`src/rtl/axis_mm_sched.sv`:
```
// rtl/axis_mm_sched.sv - matrix-multiply job scheduler between AXI-Stream inputs, core buffers and result stream
//
// Each job loads N_IBEATS input beats and N_WBEATS weight beats into the core
// buffers (the two streams are accepted independently). Once both are full,
// the block pulses core_start and waits for core_done. It then drains
// N_OBEATS result beats to m_axis, and returns to LOAD for the next job.
// tdata is not routed through this block: only handshakes and addresses are.
//
// Optional feature macro: SCHED_TLAST_CHECK_EN. When it is defined, err sets
// sticky on any accepted input beat whose tlast disagrees with its position.
// When it is not defined, err is tied low.
//
// Ports:
//   aclk, areset                 clock, asynchronous active-high reset
//   s_axis_i_tvalid/tlast/tready input-matrix stream handshake
//   s_axis_w_tvalid/tlast/tready weight stream handshake
//   core_i_wr_en, core_i_addr    core input-buffer write strobe / beat address
//   core_w_wr_en, core_w_addr    core weight-buffer write strobe / beat address
//   core_start, core_done        one-cycle start pulse / completion pulse
//   core_rd_addr                 result beat address (core data is combinational on it)
//   m_axis_tvalid/tlast/tready   result stream handshake
//   busy                         low only when idle in LOAD with nothing loaded
//   err                          sticky tlast framing error
module axis_mm_sched #(
    parameter int N_IBEATS = 4,
    parameter int N_WBEATS = 6,
    parameter int N_OBEATS = 4
) (
    input  logic                        aclk,
    input  logic                        areset,
    input  logic                        s_axis_i_tvalid,
    input  logic                        s_axis_i_tlast,
    output logic                        s_axis_i_tready,
    input  logic                        s_axis_w_tvalid,
    input  logic                        s_axis_w_tlast,
    output logic                        s_axis_w_tready,
    output logic                        core_i_wr_en,
    output logic [$clog2(N_IBEATS)-1:0] core_i_addr,
    output logic                        core_w_wr_en,
    output logic [$clog2(N_WBEATS)-1:0] core_w_addr,
    output logic                        core_start,
    input  logic                        core_done,
    output logic [$clog2(N_OBEATS)-1:0] core_rd_addr,
    input  logic                        m_axis_tready,
    output logic                        m_axis_tvalid,
    output logic                        m_axis_tlast,
    output logic                        busy,
    output logic                        err
);

    localparam int IAW = $clog2(N_IBEATS);
    localparam int WAW = $clog2(N_WBEATS);
    localparam int OAW = $clog2(N_OBEATS);
    // Load counters must be able to hold the full count, one past the last address.
    localparam int ICW = $clog2(N_IBEATS + 1);
    localparam int WCW = $clog2(N_WBEATS + 1);

    localparam logic [ICW-1:0] I_MAX  = ICW'(N_IBEATS);
    localparam logic [ICW-1:0] I_LAST = ICW'(N_IBEATS - 1);
    localparam logic [ICW-1:0] I_ONE  = ICW'(1);
    localparam logic [WCW-1:0] W_MAX  = WCW'(N_WBEATS);
    localparam logic [WCW-1:0] W_LAST = WCW'(N_WBEATS - 1);
    localparam logic [WCW-1:0] W_ONE  = WCW'(1);
    localparam logic [OAW-1:0] O_LAST = OAW'(N_OBEATS - 1);
    localparam logic [OAW-1:0] O_ONE  = OAW'(1);

    typedef enum logic [1:0] {
        LOAD  = 2'd0,
        START = 2'd1,
        WAIT  = 2'd2,
        DRAIN = 2'd3
    } state_t;

    state_t         state, state_nxt;
    logic [ICW-1:0] i_cnt, i_cnt_nxt;
    logic [WCW-1:0] w_cnt, w_cnt_nxt;
    logic [OAW-1:0] o_cnt, o_cnt_nxt;
    logic           i_hs, w_hs;

    // tready is gated by areset so that every output is low while reset is held,
    // even though the state register already sits in LOAD.
    assign s_axis_i_tready = !areset && (state == LOAD) && (i_cnt < I_MAX);
    assign s_axis_w_tready = !areset && (state == LOAD) && (w_cnt < W_MAX);
    assign i_hs            = s_axis_i_tvalid && s_axis_i_tready;
    assign w_hs            = s_axis_w_tvalid && s_axis_w_tready;

    assign core_i_wr_en  = i_hs;
    assign core_i_addr   = i_cnt[IAW-1:0];
    assign core_w_wr_en  = w_hs;
    assign core_w_addr   = w_cnt[WAW-1:0];
    assign core_start    = (state == START);
    assign core_rd_addr  = o_cnt;
    assign m_axis_tvalid = (state == DRAIN);
    assign m_axis_tlast  = (state == DRAIN) && (o_cnt == O_LAST);
    assign busy          = !((state == LOAD) && (i_cnt == '0) && (w_cnt == '0));

    always_ff @(posedge aclk or posedge areset) begin
        if (areset) begin
            state <= LOAD;
            i_cnt <= '0;
            w_cnt <= '0;
            o_cnt <= '0;
        end else begin
            state <= state_nxt;
            i_cnt <= i_cnt_nxt;
            w_cnt <= w_cnt_nxt;
            o_cnt <= o_cnt_nxt;
        end
    end

    always_comb begin
        state_nxt = state;
        i_cnt_nxt = i_cnt;
        w_cnt_nxt = w_cnt;
        o_cnt_nxt = o_cnt;
        case (state)
            LOAD: begin
                if (i_hs) i_cnt_nxt = i_cnt + I_ONE;
                if (w_hs) w_cnt_nxt = w_cnt + W_ONE;
                // Look at the post-edge counts so that START follows the final
                // beat directly, whichever stream finishes last (or both together).
                if ((i_cnt_nxt == I_MAX) && (w_cnt_nxt == W_MAX)) state_nxt = START;
            end
            START: state_nxt = WAIT;
            WAIT: begin
                if (core_done) state_nxt = DRAIN;
            end
            DRAIN: begin
                if (m_axis_tready) begin
                    if (o_cnt == O_LAST) begin
                        i_cnt_nxt = '0;
                        w_cnt_nxt = '0;
                        o_cnt_nxt = '0;
                        state_nxt = LOAD;
                    end else begin
                        o_cnt_nxt = o_cnt + O_ONE;
                    end
                end
            end
            default: state_nxt = LOAD;
        endcase
    end

`ifdef SCHED_TLAST_CHECK_EN
    logic err_q;

    // Framing is only reported; the job still advances on beat counts alone.
    always_ff @(posedge aclk or posedge areset) begin
        if (areset) begin
            err_q <= 1'b0;
        end else if ((i_hs && (s_axis_i_tlast != (i_cnt == I_LAST))) ||
                     (w_hs && (s_axis_w_tlast != (w_cnt == W_LAST)))) begin
            err_q <= 1'b1;
        end
    end

    assign err = err_q;
`else
    logic unused_tlast;

    assign unused_tlast = s_axis_i_tlast ^ s_axis_w_tlast;
    assign err          = 1'b0;
`endif

endmodule

```
`config.mk`:
```
export PLATFORM = sky130hd
export DESIGN_NAME = axis_mm_sched
export DESIGN_NICKNAME = d
export VERILOG_FILES = /design/src/rtl/axis_mm_sched.sv
export SDC_FILE = /design/constraint.sdc
export NUM_CORES = 1
export LEC_CHECK = 0
export BUFFER_PORTS_ARGS = -buffer_cell sky130_fd_sc_hd__buf_4
export CAP_MARGIN = 20
export CORE_MARGIN = 1
export CORE_UTILIZATION = 50
export CTS_CLUSTER_DIAMETER = 150
export CTS_CLUSTER_SIZE = 20
export DETAILED_ROUTE_END_ITERATION = 6
export HOLD_SLACK_MARGIN = 0.08
export PLACE_DENSITY = 0.88
export SETUP_SLACK_MARGIN = 0.1
export SLEW_MARGIN = 20
export SYNTH_ARGS = -nofsm -noshare
export SYNTH_HDL_FRONTEND = slang
export SYNTH_SLANG_ARGS = --single-unit
export TNS_END_PERCENT = 100
```
`constraint.sdc`:
```
create_clock -name aclk -period 2.8 [get_ports aclk]
set_clock_uncertainty 0.15 [all_clocks]
set_input_delay 0.14 -clock aclk [delete_from_list [all_inputs] [get_ports aclk]]
set_output_delay 0.14 -clock aclk [all_outputs]
set_load 0.02 [all_outputs]
```
After elaboration in Yosys (flattened, before gate mapping)
Index checks and enable logic that the tools add are counted.
- output and inout port bits: 16
- bits of input ports: 8
- logic and storage cells: 51
- bits in registers: 10
- equal/unequal tests: 10
- magnitude comparators: 2
- muxes and demuxes: 14
- reductions and logical operators: 18
- $add $sub $neg: 3
- operators with widths (kind ; count):
    2-to-1 mux 3 bit ; 6
    one-hot mux 3 bit (2 select lines) ; 2
    2-to-1 mux 2 bit ; 5
    logical AND 1 bit ; 9
    one-hot mux 2 bit (4 select lines) ; 1
    adder 3 x 1 -> 3 bit, second input constant ; 2
    == test 2 bit, second input constant ; 3
    == test 3 bit, second input constant ; 2
    zero test 3 bit ; 2
    < comparator 3 bit, second input constant ; 2
    != test 2 x 1 -> 1 bit, second input constant ; 2
    != test 2 bit, second input constant ; 2
    AND reduction 4 bit ; 1
    AND reduction 3 bit ; 1
    adder 2 x 1 -> 2 bit, second input constant ; 1
    == test 2 x 1 -> 1 bit, second input constant ; 1
    zero test 1 bit ; 2
    zero test 2 bit ; 1
    AND reduction 2 bit ; 1
    nonzero test 2 bit ; 1

Longest topological paths before layout
Gate-level depths: netlist (run 1).
- word-level depth: 10
- gate-level depth with buffers: 9
- depth with buffers taken out: 7

Least setup slack after synthesis (run 1)
OpenSTA, ideal clock, no wires.
- path kind: register to register
- from: register w_cnt[0] (netlist: core_w_addr[0])
- to: register state[1]
- setup slack: 376 ps
- period minus slack after synthesis: 2424 ps
- arrival: 2149 ps
- setup time: 125 ps
- required time: 2525 ps
- path buffers: 0
- stages on the path, launching flop included: 8
- cells stage by stage: dfrtp_1 > inv_1 > ha_1 > nand3_1 > or4_1 > a2111oi_0 > o21ba_2 > mux2_4
- word-level cells in the longest chain between the ends: 9
- elaborated cells between the ends (all ways): 10
- classes of those cells: add/sub: 1; order compare: 1; eq/ne: 2; mux: 2; reduce/logical: 4
- ends and longest elaborated chain (item ; line ; text):
    from (decl) ; 76 ; logic [WCW-1:0] w_cnt, w_cnt_nxt;
    from (signal assigned) ; 106 ; w_cnt <= w_cnt_nxt;
    < comparator 3 bit ; 83 ; assign s_axis_w_tready = !areset && (state == LOAD) && (w_cnt < W_MAX);
    logical AND 1 bit ; 83 ;
    logical AND 1 bit ; 85 ; assign w_hs = s_axis_w_tvalid && s_axis_w_tready;
    2-to-1 mux 3 bit * ; 119 ; if (w_hs) w_cnt_nxt = w_cnt + W_ONE;
    2-to-1 mux 3 bit * ; 116 ; case (state)
    == test 3 bit * ; 122 ; if ((i_cnt_nxt == I_MAX) && (w_cnt_nxt == W_MAX)) state_nxt = START;
    logical AND 1 bit * ; 122 ;
    != test 2 x 1 -> 1 bit (no line) * ; - ;
    AND reduction 4 bit (no line) * ; - ;
    to (signal assigned) ; 104 ; state <= state_nxt;
    to (decl) ; 74 ; state_t state, state_nxt;
Mark *: on every way between the ends. The rest lies on a longest branch, timed or not. The select of a mux whose other input is x is not followed.
A chain may end at the register's enable or synchronous reset.

Worst setup path after layout (run 1)
- from: register state[1]
- to: register state[1]
- word-level cells in the longest chain between the ends: 10
- elaborated cells between the ends (all ways): 22
- classes of those cells: eq/ne: 9; mux: 5; reduce/logical: 8
- ends and longest elaborated chain (item ; line):
    zero test 2 bit ; 82, 83, 116
    logical AND 1 bit ; 82, 83
    logical AND 1 bit, on equally long branches ; 82, 83
    logical AND 1 bit, on equally long branches ; 84, 85
    2-to-1 mux 3 bit, on equally long branches ; 118, 119
    2-to-1 mux 3 bit ; 116
    == test 3 bit ; 122
    logical AND 1 bit ; 122
    != test 2 x 1 -> 1 bit (no line) ; -
    AND reduction 4 bit (no line) ; -
Parallel ways exist; a longest one is shown, timed or not. The select of a mux whose other input is x is not followed.

==> impl_metrics.yaml, run 1 <==
grt:
  grt_max_degree: 13
  grt_remaining_overflow: 0
  grt_use_total: 0.196
  grt_pass1_vias: 618
  grt_pass1_wl_microns: 2670
  grt_antenna_before_repair: 0
clock_tree:
  cts_buffers: 3
  root_buffer: "clkbuf_4"
  cts_htree_levels: 1
  postCtsSetupRepairBufs: 0
  clk_pin_slew_ns: 0.07
  cts.sinks: 10
  cts_tree: "done"
  clk_latency_ns: 0.28
  clockBufferDepth: 2
timing:
  fin_setup_tns_ns: 0
  max_freq_ghz: 0.391
  finalCritPeriodShare: 0.912
  drv_slew: 0
  hold_viol: 0
  finalWorstSetupSlack_ns: 0.246
  fin_crit_ns: 2.55
  setup-violations-final: 0
  rsz0062_at_grt: "false"
critical_path:
  cp-end-kind: "register"
  cp-start-kind: "register"
  path_class: "reg2reg"
  cp.arrival_ns: 2.57
  worstPathMaxFanout: 8
  crit_required_ns: 2.82
route:
  vias: 717
  drc_errors: 0
  wl_per_cell_microns: 13.0
  ant_nets: 0
  routed_wl_microns: 1680
  drtPass1Iterations: 4
  vias_per_cell: 5.56
  drtIter0Drc: 8
layout:
  seq_area_sq_um: 250
  n_fill_cell: 125
  multi_input_area_sq_um: 488
  drive_gt1_frac: 0.301
  antennaDiodeCount: 0
  final_nets: 132
  syn2layout_area_growth_pct: 25.0
synthesis:
  synth_nets: 109
  syn_area_per_cell_sq_um: 8.95
  syn_area_sq_um: 815
  ys_types: 37
  yosys_warnings: 0
  synth-seq-area-share: 0.307
  ys_ff_latch: 10
  syn_inst: 91
floorplanning:
  fp.dieH_microns: 42.4
  rows: 14
  io_pins: 24
  start_util: 0.541
  placeableCoreArea_sq_mm: 0.00151
  die_area_sq_mm: 0.00179
  die_w_microns: 42.4
run_status:
  outcome: "finished, final reports clean"
job:
  cap_violations: 0
placed_design:
  io_buffers: 20
  pre_cts_ws_ns: 0.120
  dp_hpwl_microns: 1290
  globalplace.congestion: 0.788
power_and_ir_drop:
  vdd_drop_max_uv: 577
  power_leakage_nw: 0.545
  p_per_area_mw_per_mm2: 1000
min_path:
  min_path_type: "in2reg"
final timing paths:
check | cells after the start | from | slack, ns | to
setup / recovery | 7 | state[1]$_DFFE_PP0P_ | 0.25 | state[1]$_DFFE_PP0P_
hold / removal | 3 | m_axis_tready | 0.08 | core_rd_addr[0]$_DFFE_PP0P_
setup reg to reg | 7 | state[1]$_DFFE_PP0P_ | 0.25 | state[1]$_DFFE_PP0P_
hold reg to reg | 1 | core_rd_addr[1]$_DFFE_PP0P_ | 0.40 | core_rd_addr[1]$_DFFE_PP0P_
max in group asynchronous | 4 | areset | 2.03 | core_w_addr[2]$_DFFE_PP0P_
min in group asynchronous | 4 | areset | 0.31 | i_cnt[2]$_DFFE_PP0P_
placed cells by master (no fill, tap or decap), types with 2 or more instances in the layout:
cell and instances:
nor2_1 7, ha_1 9, a41oi_1 2, inv_1 9, o21ai_0 5, nand3_1 2
clkbuf_4 3, mux2i_1 2, nor3_1 2, nor2b_1 2, buf_4 24, nand2_1 10
a21oi_1 2, dfrtp_1 10
flip-flops by register name, indices dropped and copies added (netlist names):
name / count
core_w_addr: 3
i_cnt: 3
core_rd_addr: 2
state: 2
through the flow:
stage | utilization | power [mW] | hold WS (ns) | cells | area [sq um]
after global placement | 0.643 | 0.854 | 0.0339 | 124 | 968
after detailed placement | 0.643 | 0.883 | 0.0563 | 124 | 968
after global routing | 0.676 | 1.09 | 0.108 | 129 | 1020
final | 0.676 | 1.02 | 0.0833 | 129 | 1020
after floorplan | - | 0.702 | -0.151 | 91 | 815
after CTS | 0.674 | 1.02 | 0.0899 | 129 | 1010
cell type report:
cell class	instances	area share
timing repair buffer	25	0.187
sequential	10	0.246
tap	16	0.0197
clock buffer	4	0.0356
multi-input combinational	65	0.479
inverter	9	0.0332
logic make-up after synthesis:
family | after synthesis | synth area share
buf+inv | 16 | 0.0983
other cells | 1 | 0.00460
compound gates | 18 | 0.157
fa+ha+maj | 10 | 0.154
mux | 4 | 0.0568
simple gates | 32 | 0.223
flops | 10 | 0.307
critical path: stages, from the launching register on:
cell	delay, ns
dfrtp_1	0.43
inv_1	0.12
ha_2	0.29
nand3b_4	0.10
or4_1	0.47
a2111oi_1	0.36
o21ba_2	0.24
mux2_4	0.29
metal layers:
layer	GRT usage	routed length, microns	vias up	part of all wire
met1	0.247	779	335	0.46
li1	-	-	358	-
met5	0	0	-	0
met4	0.0750	24	0	0.014
met2	0.329	788	21	0.47
met3	0.0388	91	3	0.054
synth_stat cells, drive strengths merged:
cell	instances	area share
o31ai	1	0.0092
conb	1	0.0046
nand4b	1	0.011
nor3	2	0.012
nand3	2	0.012
mux2	2	0.032
a2111oi	1	0.011
or4	1	0.0092
nor2b	2	0.015
clkbuf	3	0.015
o32a	1	0.012
o21ba	1	0.012
nand2	10	0.046
a21o	1	0.0092
and2	1	0.0077
a21oi	2	0.012
ha	10	0.15
mux2i	2	0.025
inv	9	0.041
and3	2	0.017
nand3b	1	0.025
a31oi	1	0.0077
nor3b	1	0.0092
a22o	1	0.011
a41oi	2	0.022
dfrtp	10	0.31
nor4bb	1	0.012
a22oi	1	0.0092
nand4bb	1	0.014
buf	4	0.041
nor2	7	0.032
o22a	1	0.011
o21ai	5	0.031
repair_timing:
item                       4_1_cts  5_1_grt
hold buffers                     1        0
resized for setup                0        2
hold endpoints to repair        10        0
setup endpoints to repair        0        1
report_power, final:
part	leakage [nW]	switching (mW)	internal, mW	total [mW]
Sequential	0.121	0.0662	0.198	0.265
Clock	0.0210	0.0590	0.0791	0.138
Combinational	0.403	0.327	0.290	0.617
Total	0.545	0.453	0.567	1.02
No activity file was read; power rests on OpenSTA's default activity.
==> run 2, diff against run 1 <==
--- a/config.mk
+++ b/config.mk
@@ -8,12 +8,13 @@
 export BUFFER_PORTS_ARGS = -buffer_cell sky130_fd_sc_hd__buf_4
 export CAP_MARGIN = 20
 export CORE_MARGIN = 1
-export CORE_UTILIZATION = 50
+export CORE_UTILIZATION = 25
+export CTS_BUF_LIST = sky130_fd_sc_hd__clkbuf_8
 export CTS_CLUSTER_DIAMETER = 150
 export CTS_CLUSTER_SIZE = 20
 export DETAILED_ROUTE_END_ITERATION = 6
 export HOLD_SLACK_MARGIN = 0.08
-export PLACE_DENSITY = 0.88
+export PLACE_DENSITY = 0.55
 export SETUP_SLACK_MARGIN = 0.1
 export SLEW_MARGIN = 20
 export SYNTH_ARGS = -nofsm -noshare
==> run 2 against run 1 <==
Routed wire length increased by 4.3%. Setup slack better by 0.012 ns. Final cell count rose by 21%. First-iteration DRC count up 25%. Maximum frequency is 0.47% higher. Combinational power is essentially flat. Sequential share of layout area fell by 0.85 points. Register-to-register slack about the same. Global-route usage down 8.5 points. Sequential power about the same. Clock power up 6%. Largest cell class unchanged. Highest routed layer unchanged.
==> impl_metrics.yaml, run 2 (same netlist as run 1, synthesis figures left out) <==
layout:
  drive_gt1_frac: 0.286
  antennaDiodeCount: 0
  seq_area_sq_um: 250
  postLayoutCoreUtil: 0.343
  final_nets: 132
  final_cell_mix: "buf_4 (24), nand2_1 (10), ha_1 (10), dfrtp_1 (10), inv_1 (9)"
  multi_input_area_sq_um: 484
  stdcell_area_sq_mm: 0.00105
  instances_no_fill: 156
  final_common_cell: "buf_4"
  syn2layout_area_growth_pct: 29.5
  n_fill_cell: 322
min_path:
  min_to: "core_rd_addr[0]$_DFFE_PP0P_"
  min_path_type: "in2reg"
  holdPathStages: 3
  worstHoldStart: "m_axis_tready"
floorplanning:
  die_w_microns: 59.1
  start_util: 0.265
  die_area_sq_mm: 0.00349
  rows: 20
  placeableCoreArea_sq_mm: 0.00308
  fp.dieH_microns: 59.1
  io_pins: 24
timing:
  finalCritPeriodShare: 0.908
  drv_slew: 0
  fin_crit_ns: 2.54
  max_freq_ghz: 0.393
  setup-violations-final: 0
  rsz0062_at_grt: "false"
  fin_setup_tns_ns: 0
  hold_viol: 0
critical_path:
  r2r_slack_ns: 0.26
  cp.arrival_ns: 2.51
  crit_required_ns: 2.77
  r2r_start: "state[1]$_DFFE_PP0P_"
  path_class: "reg2reg"
  rr_endpoint: "state[1]$_DFFE_PP0P_"
  reg2regPathDepth: 7
  worstPathMaxFanout: 5
  cp-end-kind: "register"
  cp-start-kind: "register"
clock_tree:
  clk_pin_slew_ns: 0.05
  cts.sinks: 10
  cts_buffers: 3
  clk_latency_ns: 0.23
  cts_tree: "done"
  cts_htree_levels: 1
  root_buffer: "clkbuf_8"
  clockBufferDepth: 2
placed_design:
  dp_hpwl_microns: 1350
  placed_cell_area_sq_mm: 0.00100
  globalplace.congestion: 0.818
  dp_cells: 152
  io_buffers: 20
grt:
  grt_pass1_vias: 651
  grt_max_degree: 13
  grt_pass1_wl_microns: 2880
  grt_antenna_before_repair: 0
  grt_remaining_overflow: 0
  grt_use_total: 0.111
route:
  ant_nets: 0
  drc_errors: 0
  wl_per_cell_microns: 11.3
  drtPass1Iterations: 4
  drtIter0Drc: 10
  routed_wl_microns: 1760
  vias: 695
  vias_per_cell: 4.46
power_and_ir_drop:
  vdd_drop_max_uv: 470
  power_leakage_nw: 0.548
  p_per_area_mw_per_mm2: 973
run_status:
  outcome: "finished, final reports clean"
job:
  cap_violations: 0
-- run 2: power breakdown --
group	internal (mW)	switching [mW]
combinational	0.285	0.329
clock	0.0938	0.0524
sequential	0.199	0.0669
-- run 2: worst max-delay path by stage --
| stage | startpoint | to | slack [ns] | cells past startpoint |
|---|---|---|---|---|
| after floorplan | core_w_addr[0]$_DFFE_PP0P_ | state[1]$_DFFE_PP0P_ | 0.38 | 7 |
| after global placement | state[1]$_DFFE_PP0P_ | state[1]$_DFFE_PP0P_ | 0.30 | 7 |
| after detailed placement | state[0]$_DFFE_PP0P_ | state[1]$_DFFE_PP0P_ | 0.25 | 7 |
| after CTS | state[1]$_DFFE_PP0P_ | state[1]$_DFFE_PP0P_ | 0.24 | 7 |
| after global routing | state[1]$_DFFE_PP0P_ | state[1]$_DFFE_PP0P_ | 0.10 | 7 |
| final | state[1]$_DFFE_PP0P_ | state[1]$_DFFE_PP0P_ | 0.26 | 7 |
-- run 2: through the flow --
stage	power, mW	worst slack, ns	hold WS, ns
CTS	1.04	0.238	0.139
finish	1.03	0.258	0.137
global placement	0.871	0.297	0.0432
detailed placement	0.888	0.247	0.0495
floorplan	0.702	0.376	-0.151
global route	1.12	0.103	0.156
-- run 2: area by class of cell --
| type | count | share of cell area |
|---|---|---|
| inverter | 9 | 0.0320 |
| sequential | 10 | 0.237 |
| timing repair buffer | 25 | 0.180 |
| tap | 44 | 0.0522 |
| clock buffer | 3 | 0.0391 |
| multi-input combinational | 65 | 0.459 |
-- run 2: timing repair --
| action | CTS | global route |
|---|---|---|
| setup buffers | 0 | 0 |
| hold buffers | 1 | 0 |
| resized for setup | 0 | 0 |
| endpoints found under the setup margin | 0 | 0 |
| endpoints found under the hold margin | 10 | 0 |
-- run 2: routing by layer --
metal	wire [microns]	track usage
met1	837	0.139
met3	94	0.0262
met2	814	0.172
met4	8	0.0680
met5	0	0
-- run 2: critical path: stages (launching register included) --
cell       delay (ns)
dfrtp_1          0.42
inv_1            0.12
ha_1             0.29
nand3b_4         0.11
or4_1            0.48
a2111oi_0        0.33
o21ba_2          0.24
mux2_4           0.29
==> run 3, diff against run 2 <==
--- a/config.mk
+++ b/config.mk
@@ -5,6 +5,7 @@
 export SDC_FILE = /design/constraint.sdc
 export NUM_CORES = 1
 export LEC_CHECK = 0
+export ABC_AREA = 1
 export BUFFER_PORTS_ARGS = -buffer_cell sky130_fd_sc_hd__buf_4
 export CAP_MARGIN = 20
 export CORE_MARGIN = 1
==> run 3 against run 2 <==
The run now ends with DRC left. Sequential power decreased by 45%. Sequential cell count unchanged. Design area decreased by 2.1%. Via count increased by 2.9%. Non-clock buffer count decreased by 3. Power decreased by 70%. Synthesized area decreased by 3.2%. Final cell count increased by 7.7%. Routed wire length decreased by 11%. Critical path depth increased by 6. Hold slack improved by 0.018 ns. Critical endpoint unchanged. Largest power group is now clock.
==> impl_metrics.yaml, run 3 <==
clock_tree:
  clk_pin_slew_ns: 0.05
  cts_tree: "done"
  cts.repair.resized: 0
  clockBufferDepth: 2
  root_buffer: "clkbuf_8"
  clk_latency_ns: 0.23
  cts_buffers: 3
  cts_htree_levels: 1
  cts.sinks: 10
critical_path:
  crit_buf_inv: 2
  crit_required_ns: 2.76
  crit_path_frequent_cell: "nand2_1"
  slowest_delay_ns: 0.41
  r2r_start: "state[0]$_DFFE_PP0P_"
  path_class: "reg2reg"
  cp-start-kind: "register"
  cpMaxStageDelayCell: "dfrtp_1"
  r2r_slack_ns: 0.77
  cp-end-kind: "register"
  path_delay_family: "simple AND/OR/NAND/NOR gates"
  rr_endpoint: "state[1]$_DFFE_PP0P_"
  cp.arrival_ns: 2.00
  worstPathMaxFanout: 6
  crit_chain: "inv_1 -> ha_1 -> inv_2 -> nor2_8 -> nand3_4 -> nand2_1 -> o21ai_1 -> nor2_1 -> nand2_1 -> nand2_2 -> nand2_2 -> nand2_1 -> nand2_1"
  reg2regPathDepth: 13
grt:
  grt_pass1_vias: 643
  grt_use_total: 0.105
  grt_remaining_overflow: 0
  grt_max_degree: 13
  grt_antenna_before_repair: 0
  grt_pass1_wl_microns: 2700
layout:
  final_nets: 144
  n_fill_cell: 345
  instances_no_fill: 168
  seq_area_sq_um: 250
  multi_input_area_sq_um: 443
  antennaDiodeCount: 0
  syn2layout_area_growth_pct: 31.0
  final_cell_mix: "nand2_1 (23), buf_4 (20), inv_1 (17)"
  drive_gt1_frac: 0.242
  final_common_cell: "nand2_1"
  stdcell_area_sq_mm: 0.00103
timing:
  fin_setup_tns_ns: 0
  worst_pin_slew_ns: 0.593
  finalCritPeriodShare: 0.727
  finalWorstSetupSlack_ns: 0.765
  setup-violations-final: 0
  drv_slew: 0
  slew_headroom: 0.604
  fin_crit_ns: 2.03
  max_freq_ghz: 0.492
  rsz0062_at_grt: "false"
  hold_viol: 0
synthesis:
  synthAdderAreaFrac: 0.159
  yosys.area_share.simple: 0.286
  muxShareOfSynthArea: 0
  synthArstFlopShare: 1.00
  yosys.area.top_type: "dfrtp_1"
  synth_xor_area_frac: 0.0111
  syn_area_sq_um: 788
  yosys.cell_count.top_type: "nand2_1"
  syn_area_per_cell_sq_um: 7.73
  synth-main-ff-cell: "dfrtp_1"
  syn_inst: 102
  ys_types: 22
  synth-edff-count: 0
  ys_ff_latch: 10
  synth.top_cell.area_share: 0.317
  synth_top_family_by_area: "simple AND/OR/NAND/NOR gates"
  synth_area_leaders: "dfrtp_1 (32%), ha_1 (16%), nand2_1 (11%), inv_1 (8.1%), nand4_1 (4.8%)"
  synth_nets: 120
  synth-seq-area-share: 0.317
  yosys_warnings: 0
  synth-compound-area-share: 0.102
  synth_commonest_cells: "nand2_1 (23), inv_1 (17), dfrtp_1 (10), ha_1 (10)"
min_path:
  holdPathStages: 5
  min_to: "state[0]$_DFFE_PP0P_"
  worstHoldStart: "core_done"
  min_path_type: "in2reg"
floorplanning:
  start_util: 0.260
  die_area_sq_mm: 0.00338
  io_pins: 24
  fp.dieH_microns: 58.2
  placeableCoreArea_sq_mm: 0.00303
  rows: 20
  die_w_microns: 58.2
power_and_ir_drop:
  p_seq_frac: 0.468
  vdd_drop_max_uv: 91.6
  pwr-share-comb: 0.060
  p_per_area_mw_per_mm2: 300
  power.switching_mw: 0.0623
  power_leakage_nw: 0.587
  swShare: 0.201
  power.internal_mw: 0.247
  clockPowerShare: 0.472
route:
  drtPass1Iterations: 6
  wl_per_cell_microns: 9.31
  vias_per_cell: 4.26
  drtIter0Drc: 17
  routed_wl_microns: 1560
  vias: 715
  drc_errors: 1
  ant_nets: 0
run_status:
  outcome: "complete, but fails checks"
  violations: "DRC"
placed_design:
  io_buffers: 20
  dp_hpwl_microns: 1330
  pre_cts_ws_ns: 0.756
  placed_cell_area_sq_um: 971
  globalplace.congestion: 0.818
  dp_cells: 163
job:
  cap_violations: 0
run 3: worst max-delay path by stage:
stage / startpoint / end / slack [ns] / cells after the start
floorplan: state[0]$_DFFE_PP0P_ / state[0]$_DFFE_PP0P_ / 1.01 / 14
CTS: areset / state[1]$_DFFE_PP0P_ / 0.72 / 12
global placement: state[0]$_DFFE_PP0P_ / state[0]$_DFFE_PP0P_ / 0.80 / 13
global route: areset / state[1]$_DFFE_PP0P_ / 0.49 / 12
finish: state[0]$_DFFE_PP0P_ / state[1]$_DFFE_PP0P_ / 0.77 / 13
detailed placement: state[0]$_DFFE_PP0P_ / state[1]$_DFFE_PP0P_ / 0.76 / 13
run 3: area by class of cell:
class | instances | area share
Clock buffer | 3 | 0.0400
Inverter | 19 | 0.0703
Tap cell | 44 | 0.0533
Multi-Input combinational cell | 70 | 0.429
Sequential cell | 10 | 0.242
Timing Repair Buffer | 22 | 0.165
run 3: through the flow:
step,hold WS [ns],utilization,power [mW]
final,0.155,0.341,0.309
after global routing,0.202,0.341,0.323
after CTS,0.160,0.341,0.314
after detailed placement,0.0686,0.321,0.164
after global placement,0.0649,0.321,0.164
after floorplan,-0.154,-,0.155
run 3: routing by layer:
layer | share of wire | global-route usage | vias to the layer above | routed length [microns]
li1 | - | - | 369 | -
met1 | 0.44 | 0.125 | 332 | 693
met2 | 0.52 | 0.179 | 14 | 821
met3 | 0.032 | 0.0290 | 0 | 50
met4 | 0 | 0.0408 | 0 | 0
met5 | 0 | 0 | - | 0
run 3: timing repair:
item / in CTS / in global routing
buffers inserted: 0 / 0
endpoints found under the hold margin: 11 / 0
hold buffers: 2 / 0
run 3: power groups by stage:
stage / sequential (mW) / clock, mW / combinational, mW
4_1_cts: 0.145 / 0.151 / 0.0188
3_5_place_dp: 0.147 / 0 / 0.0165
5_1_grt: 0.145 / 0.158 / 0.0206
6_report: 0.145 / 0.146 / 0.0184
3_3_place_gp: 0.147 / 0 / 0.0165
2_1_floorplan: 0.147 / 0 / 0.00829
run 3: worst reg2reg max path: stages, from the launching register on:
cell and delay, ns:
dfrtp_1 0.41, inv_1 0.12, ha_1 0.32, inv_2 0.11
nor2_8 0.14, nand3_4 0.10, nand2_1 0.07, o21ai_1 0.08
nor2_1 0.11, nand2_1 0.07, nand2_2 0.08, nand2_2 0.06
nand2_1 0.05, nand2_1 0.05
run 3: cell families after synthesis:
kind of cell / count (synthesis)
and+or+nand+nor: 44
buffers and inverters: 22
AOI/OAI and AO/OA: 14
adders and majority gates: 10
DFF: 10
xor gates and xnor gates: 1
other: 1
